===== src/rtl/instr_fetch_unit.sv =====
// Fetch stage: owns the fetch PC, keeps one imem request outstanding, holds the result for decode.
// Define IFU_MISALIGN_TRAP_EN to trap misaligned redirects into a FAULT state instead of masking them.
module instr_fetch_unit #(
  parameter logic [31:0] RESET_PC = 32'h0000_0000
) (
  input  logic        clk,
  input  logic        reset,
  output logic        imem_req,
  output logic [31:0] imem_addr,
  input  logic        imem_gnt,
  input  logic        imem_rvalid,
  input  logic [31:0] imem_rdata,
  input  logic        redirect_valid,
  input  logic [31:0] redirect_pc,
  output logic        instr_valid,
  input  logic        instr_ready,
  output logic [31:0] instr_data,
  output logic [31:0] instr_pc,
  output logic [31:0] instr_pc_plus4,
  output logic        fetch_fault
);

`ifdef IFU_MISALIGN_TRAP_EN
  typedef enum logic [2:0] {IDLE, REQ, WAIT, HOLD, FAULT} state_t;
`else
  typedef enum logic [1:0] {IDLE, REQ, WAIT, HOLD} state_t;
`endif

  state_t      state, state_n;
  logic [31:0] fetch_pc, fetch_pc_n;
  logic        drop, drop_n;
  logic        capture;
  logic [31:0] redirect_target;

`ifdef IFU_MISALIGN_TRAP_EN
  logic fault_q, fault_n;
`endif

  assign redirect_target = redirect_pc & ~32'h3;

  always_ff @(posedge clk or posedge reset) begin
    if (reset) begin
      state          <= IDLE;
      fetch_pc       <= RESET_PC;
      drop           <= 1'b0;
      instr_data     <= '0;
      instr_pc       <= '0;
      instr_pc_plus4 <= '0;
`ifdef IFU_MISALIGN_TRAP_EN
      fault_q        <= 1'b0;
`endif
    end else begin
      state    <= state_n;
      fetch_pc <= fetch_pc_n;
      drop     <= drop_n;
`ifdef IFU_MISALIGN_TRAP_EN
      fault_q  <= fault_n;
`endif
      if (capture) begin
        instr_data     <= imem_rdata;
        instr_pc       <= fetch_pc;
        instr_pc_plus4 <= fetch_pc + 32'd4;
      end
    end
  end

  // A redirect outranks every other event; a response already granted is marked for dropping.
  always_comb begin
    state_n     = state;
    fetch_pc_n  = fetch_pc;
    drop_n      = drop;
    capture     = 1'b0;
    imem_req    = (state == REQ);
    imem_addr   = fetch_pc;
    instr_valid = (state == HOLD);
`ifdef IFU_MISALIGN_TRAP_EN
    fault_n     = fault_q;
    fetch_fault = fault_q;
`else
    fetch_fault = 1'b0;
`endif

    if (redirect_valid) begin
      fetch_pc_n = redirect_target;
`ifdef IFU_MISALIGN_TRAP_EN
      fault_n    = 1'b0;
`endif
      case (state)
        REQ: begin
          if (imem_gnt) begin
            drop_n  = 1'b1;
            state_n = WAIT;
          end else begin
            state_n = REQ;
          end
        end
        WAIT: begin
          if (imem_rvalid) begin
            drop_n  = 1'b0;
            state_n = REQ;
          end else begin
            drop_n  = 1'b1;
            state_n = WAIT;
          end
        end
`ifdef IFU_MISALIGN_TRAP_EN
        FAULT: begin
          if (imem_rvalid) drop_n = 1'b0;
          state_n = REQ;
        end
`endif
        default: state_n = REQ;
      endcase
`ifdef IFU_MISALIGN_TRAP_EN
      if (redirect_pc[1:0] != 2'b00) begin
        fault_n = 1'b1;
        state_n = FAULT;
      end
`endif
    end else begin
      case (state)
        IDLE: state_n = REQ;
        REQ:  if (imem_gnt) state_n = WAIT;
        WAIT: begin
          if (imem_rvalid) begin
            if (drop) begin
              drop_n  = 1'b0;
              state_n = REQ;
            end else begin
              capture    = 1'b1;
              fetch_pc_n = fetch_pc + 32'd4;
              state_n    = HOLD;
            end
          end
        end
        HOLD: if (instr_ready) state_n = REQ;
`ifdef IFU_MISALIGN_TRAP_EN
        FAULT: if (imem_rvalid) drop_n = 1'b0;
`endif
        default: state_n = IDLE;
      endcase
    end
  end

endmodule


===== config.mk =====
export PLATFORM = sky130hd
export DESIGN_NAME = instr_fetch_unit
export DESIGN_NICKNAME = d
export VERILOG_FILES = /design/src/rtl/instr_fetch_unit.sv
export SDC_FILE = /design/constraint.sdc
export NUM_CORES = 1
export LEC_CHECK = 0
export ABC_AREA = 1
export CORE_UTILIZATION = 30
export DETAILED_ROUTE_END_ITERATION = 8
export GPL_ROUTABILITY_DRIVEN = 0
export PLACE_DENSITY = 0.65
export RECOVER_POWER = 25
export SYNTH_ARGS = -nofsm -noshare
export SYNTH_HDL_FRONTEND = slang
export SYNTH_SLANG_ARGS = --single-unit
export TNS_END_PERCENT = 20

===== constraint.sdc =====
create_clock -name clk -period 4.6 [get_ports clk]
set_input_delay 0.92 -clock clk [delete_from_list [all_inputs] [get_ports clk]]
set_output_delay 0.92 -clock clk [all_outputs]
set_load 0.02 [all_outputs]

==> results by stage <==
Floorplanning:
- In this run the vertical extent of the chip is 141.3 um.
- The floorplan has 50 rows.
- The die covers 19,970 sq um.
- Pin placement for this block handled ~200 I/O pins.
- The core region is between 15,000 and 20,000 sq um.
- Measured along the x axis, the die boundary spans roughly 140 um.
- For this configuration, the core starts out at a cell density of between 30 and 40%.

Status:
- The run finished, with violations left.
- The checks that failed: max-capacitance violations, max-slew violations.

Clocking:
- The root buffer cell is sky130_fd_sc_hd__clkbuf_16.
- The clock reaches the later pin of the worst-skew pair after around 0.41 ns.
- The longest clock path from root to sink contains 2 buffers.
- TritonCTS built the clock tree.
- After clock tree synthesis, the clock-pin slew on the worst setup and hold paths is 0.05 ns.
- The cts-stage hold buffer count is 0.
- The post-CTS repair timing setup buffer count is 0.
- The H-tree generated during clock tree synthesis spans 4 levels.
- CTS saw ~130 sinks.
- The number of instances resized during post-cts repair is 0.
- The total CTS buffers is 17.

Global route:
- The global route total overflow is 0.
- The overall routing resource usage is between 15 and 20%.
- The number of antenna violations at the first check in global routing was 0.
- The first global-routing pass estimated ~28,000 um of wire.
- The via count of the first global-routing pass is approximately 5,000.
- Entering global routing, the biggest net connects 110 pins.

Route:
- The highest layer touched by signal routing is met4.
- The first-iteration detailed-routing DRC count is approximately 260.
- The first detailed-routing pass ran for 5 iterations.
- In the routed design, unresolved DRC markers number 0.
- The antenna violation net count after detailed routing is 0.
- The via count is ~5,200.
- The detailed-route wire length is 17,330 um.
- The detailed-route wire length per cell is 14.60 um.
- After detailed routing, the met2 layer carries 7616 um of wire.
- The routed wire length on met3 is around 1100 um.
- In the final routing, the length of wire on met1 measures just over 8000 um.
- Using the TritonRoute via totals, the vias-per-cell ratio works out to approximately 4.4.

Setup path:
- In this run the critical register-to-register path is launched from state[0].
- The critical path depth in cells is 2.
- The flop-to-flop setup slack is ~2.1 ns.
- STA classifies the critical path startpoint as an input port.
- The critical path class is in2async.
- Counting cells, the worst reg-to-reg path comes to 7.
- The critical path goes through dlygate4sd3_1, clkinvlp_4.
- For this run, the slowest stage of the critical path takes 1.47 ns.
- The largest fanout on the critical path is roughly 110.
- For this design, the slowest cell found on the critical path is sky130_fd_sc_hd__clkinvlp_4.
- The worst register-to-register path ends at imem_addr[17].
- STA classifies the critical path endpoint as an async pin.
- The capture point of the worst path is instr_pc_plus4[28].
- Data on the critical path arrives at its endpoint at between 3 and 4 ns.
- Tracing the worst setup path back leads to its startpoint at reset.
- For the worst setup path, the data required time is approximately 4.7 ns.
- The buffering stage count on the worst path with inverters included is 2.
- The largest delay contributor family on the critical path is buffers and inverters.

Final layout:
- The antenna cell count is 0.
- After the last flow step, the layout net total stands at 990.
- The area growth from synthesis to final layout is 46.52%.
- Of the cells placed in the final design, the portion with a size suffix greater than 1 is under 10%.

Synthesis:
- By area the synthesized netlist is led by sky130_fd_sc_hd__dfrtp_1 54%, sky130_fd_sc_hd__nand2_1 21%, sky130_fd_sc_hd__o21ai_0 4.5%.
- The synthesized design devotes to its leading area cell type a little over half of total area.
- Counting every instance in the synthesized netlist gives 728.
- Synthesis instantiated 27 different standard cells from the library.
- For this run, the number of Yosys warnings is 0.
- The share of the Yosys chip area taken by registers is roughly 54%.
- The average instance area after synthesis is around 8 sq um.
- The mapped cell area is approximately 5800 sq um.
- The biggest area contributor in the post-synthesis netlist is sky130_fd_sc_hd__dfrtp_1.
- The number of register bits inferred by synthesis is 125.

Flow run:
- The number of violations of the max-capacitance limit is 1.

Hold path:
- The class of the most critical hold timing path is reg2reg.
- The startpoint identified for the worst hold timing path is instr_data[14].

STA:
- The minimum hold slack is 0.4764 ns.
- The clock arrives with approximately 0.0066 ns of skew.
- The minimum clock period after layout is about 2.9 ns.
- After layout, the worst path uses 63.35% of the clock period.
- The number of pins with negative max-slew slack in the final report is 110.
- The worst setup margin is between 1.5 and 2 ns.
- The number of endpoints with negative hold slack in the final report was 0.
- Setup violations remaining at the end of the flow were counted as 0.
- The measured slew at the worst slew-check pin is approximately 2.4 ns.
- Headroom to the max-slew limit came out at -56.75%.
- Setup repair after global routing left no endpoint under its margin.
- The fmax is 343.2 MHz.
- The total negative slack for setup checks is 0 ns.

Pwr:
- The worst ir drop on vdd is between 0.2 and 0.3 mV.
- Dividing total power by cell area gives a power density of between 500 and 600 nW/um^2.
- For this design the static power due to leakage is just over 4 nW.

Placed design:
- The port buffer count is 191.
- The estimated wirelength of the detail-placed design is ~12,000 um.
- Prior to clock tree synthesis, the placed netlist has a worst setup slack of 1.347 ns.
==> worst min-delay path by stage <==
stage | to | slack (ns) | cells past startpoint
CTS | instr_pc[10] | 0.48 | 2
global placement | instr_data[23] | 0.46 | 2
floorplan | state[1] | 0.56 | 2
global route | instr_data[8] | 0.50 | 2
detailed placement | instr_pc[10] | 0.46 | 2
finish | instr_data[14] | 0.48 | 2
==> cell families (layout without fill, tap and decap cells) <==
group | after synthesis | after routing | share of synthesized area (%)
and+or+nand+nor | 444 | 444 | 32.42
DFF | 125 | 125 | 53.72
buffers and inverters | 89 | 282 | 6.962
AOI/OAI and AO/OA | 63 | 63 | 5.673
adders and majority gates | 4 | 4 | 0.8595
xor gates and xnor gates | 2 | 2 | 0.3009
other | 1 | 7 | 0.06440
==> power breakdown <==
| group | switching (W) | leakage, nW | internal (W) |
|---|---|---|---|
| Clock | 0.000476 | 0.287 | 0.000877 |
| Sequential | 0.000247 | 1.62 | 0.00148 |
| Combinational | 0.00103 | 2.19 | 0.000895 |
| Total | 0.00175 | 4.09 | 0.00326 |
==> synthesized netlist by cell type <==
| cell type | number |
|---|---|
| sky130_fd_sc_hd__nor2_2 | 4 |
| sky130_fd_sc_hd__inv_2 | 4 |
| sky130_fd_sc_hd__nand3b_1 | 1 |
| sky130_fd_sc_hd__ha_1 | 4 |
| sky130_fd_sc_hd__inv_1 | 52 |
| sky130_fd_sc_hd__clkbuf_1 | 3 |
| sky130_fd_sc_hd__nand2_4 | 2 |
| sky130_fd_sc_hd__nand2_1 | 331 |
| sky130_fd_sc_hd__or2_2 | 2 |
| sky130_fd_sc_hd__and2_1 | 2 |
| sky130_fd_sc_hd__conb_1 | 1 |
| sky130_fd_sc_hd__buf_2 | 17 |
| sky130_fd_sc_hd__nand3_1 | 51 |
| sky130_fd_sc_hd__buf_4 | 11 |
| sky130_fd_sc_hd__o211ai_1 | 4 |
| sky130_fd_sc_hd__xnor2_1 | 2 |
| sky130_fd_sc_hd__a21oi_1 | 5 |
| sky130_fd_sc_hd__a31oi_1 | 1 |
| sky130_fd_sc_hd__o21ai_0 | 52 |
| sky130_fd_sc_hd__o21ai_2 | 1 |
| sky130_fd_sc_hd__nor2_4 | 9 |
| sky130_fd_sc_hd__nand3_2 | 5 |
| sky130_fd_sc_hd__dfrtp_1 | 125 |
| sky130_fd_sc_hd__nand2_2 | 8 |
| sky130_fd_sc_hd__buf_6 | 1 |
| sky130_fd_sc_hd__nor2_1 | 29 |
| sky130_fd_sc_hd__clkbuf_2 | 1 |
==> through the flow <==
stage / power [W] / cell area, sq um / cells / util, %
after detailed placement: 0.003678 / 7938 / 1157 / 42.01
after CTS: 0.005058 / 8533 / 1187 / 45.17
after global routing: 0.005294 / 8532 / 1187 / 45.16
after global placement: 0.003651 / 7938 / 1157 / 42.01
after floorplan: 0.002678 / 5846 / 734 / -
final: 0.005006 / 8532 / 1187 / 45.16
==> layout by cell type, fill, tap and decap left out <==
master / n
sky130_fd_sc_hd__buf_4: 5
sky130_fd_sc_hd__o21ai_2: 1
sky130_fd_sc_hd__a31oi_1: 1
sky130_fd_sc_hd__inv_2: 4
sky130_fd_sc_hd__dlygate4sd3_1: 1
sky130_fd_sc_hd__nand2_4: 3
sky130_fd_sc_hd__clkbuf_8: 6
sky130_fd_sc_hd__ha_1: 4
sky130_fd_sc_hd__inv_1: 51
sky130_fd_sc_hd__xnor2_1: 2
sky130_fd_sc_hd__a21oi_1: 5
sky130_fd_sc_hd__clkdlybuf4s50_1: 190
sky130_fd_sc_hd__conb_1: 7
sky130_fd_sc_hd__nor2_1: 29
sky130_fd_sc_hd__nor2_4: 9
sky130_fd_sc_hd__bufinv_16: 2
sky130_fd_sc_hd__dfrtp_1: 125
sky130_fd_sc_hd__nand3_2: 5
sky130_fd_sc_hd__nand2_1: 330
sky130_fd_sc_hd__nand2_2: 8
sky130_fd_sc_hd__nand3_1: 51
sky130_fd_sc_hd__o211ai_1: 4
sky130_fd_sc_hd__clkinv_2: 1
sky130_fd_sc_hd__clkbuf_16: 17
sky130_fd_sc_hd__clkbuf_1: 2
sky130_fd_sc_hd__o21ai_0: 52
sky130_fd_sc_hd__nor2_2: 4
sky130_fd_sc_hd__nand3b_1: 1
sky130_fd_sc_hd__or2_2: 2
sky130_fd_sc_hd__clkinvlp_4: 3
sky130_fd_sc_hd__and2_1: 2
==> flip-flops by register name, summed over array words and instances (netlist names) <==
| name | count |
|---|---|
| instr_data | 32 |
| imem_addr | 30 |
| instr_pc | 30 |
| instr_pc_plus4 | 30 |
| drop | 1 |
| state | 2 |
==> routing by layer <==
metal  vias up  GRT usage (%)
met2       154          27.72
met3        20          5.535
met4         0          7.094
met5         -              0
li1       2629              -
met1      2426          24.07
==> worst reg2reg max path, delay by kind of cell (launching register included) <==
| family | cells | cell delay [ns] |
|---|---|---|
| AO/OA/AOI/OAI | 1 | 0.73 |
| adder cells (fa/ha/maj) | 1 | 0.25 |
| buffers and inverters | 2 | 0.60 |
| flip-flops | 1 | 0.41 |
| AND/OR/NAND/NOR | 3 | 0.39 |
==> cell type report <==
cell class,instances,area (sq um)
Inverter,56,214.0
Clock inverter,5,80.08
Timing Repair Buffer,196,1949
Fill cell,1858,10360
Multi-Input combinational cell,520,2320
Clock buffer,25,515.5
Sequential cell,125,3128
Tap cell,260,325.3
No activity file was read; power rests on OpenSTA's default activity.
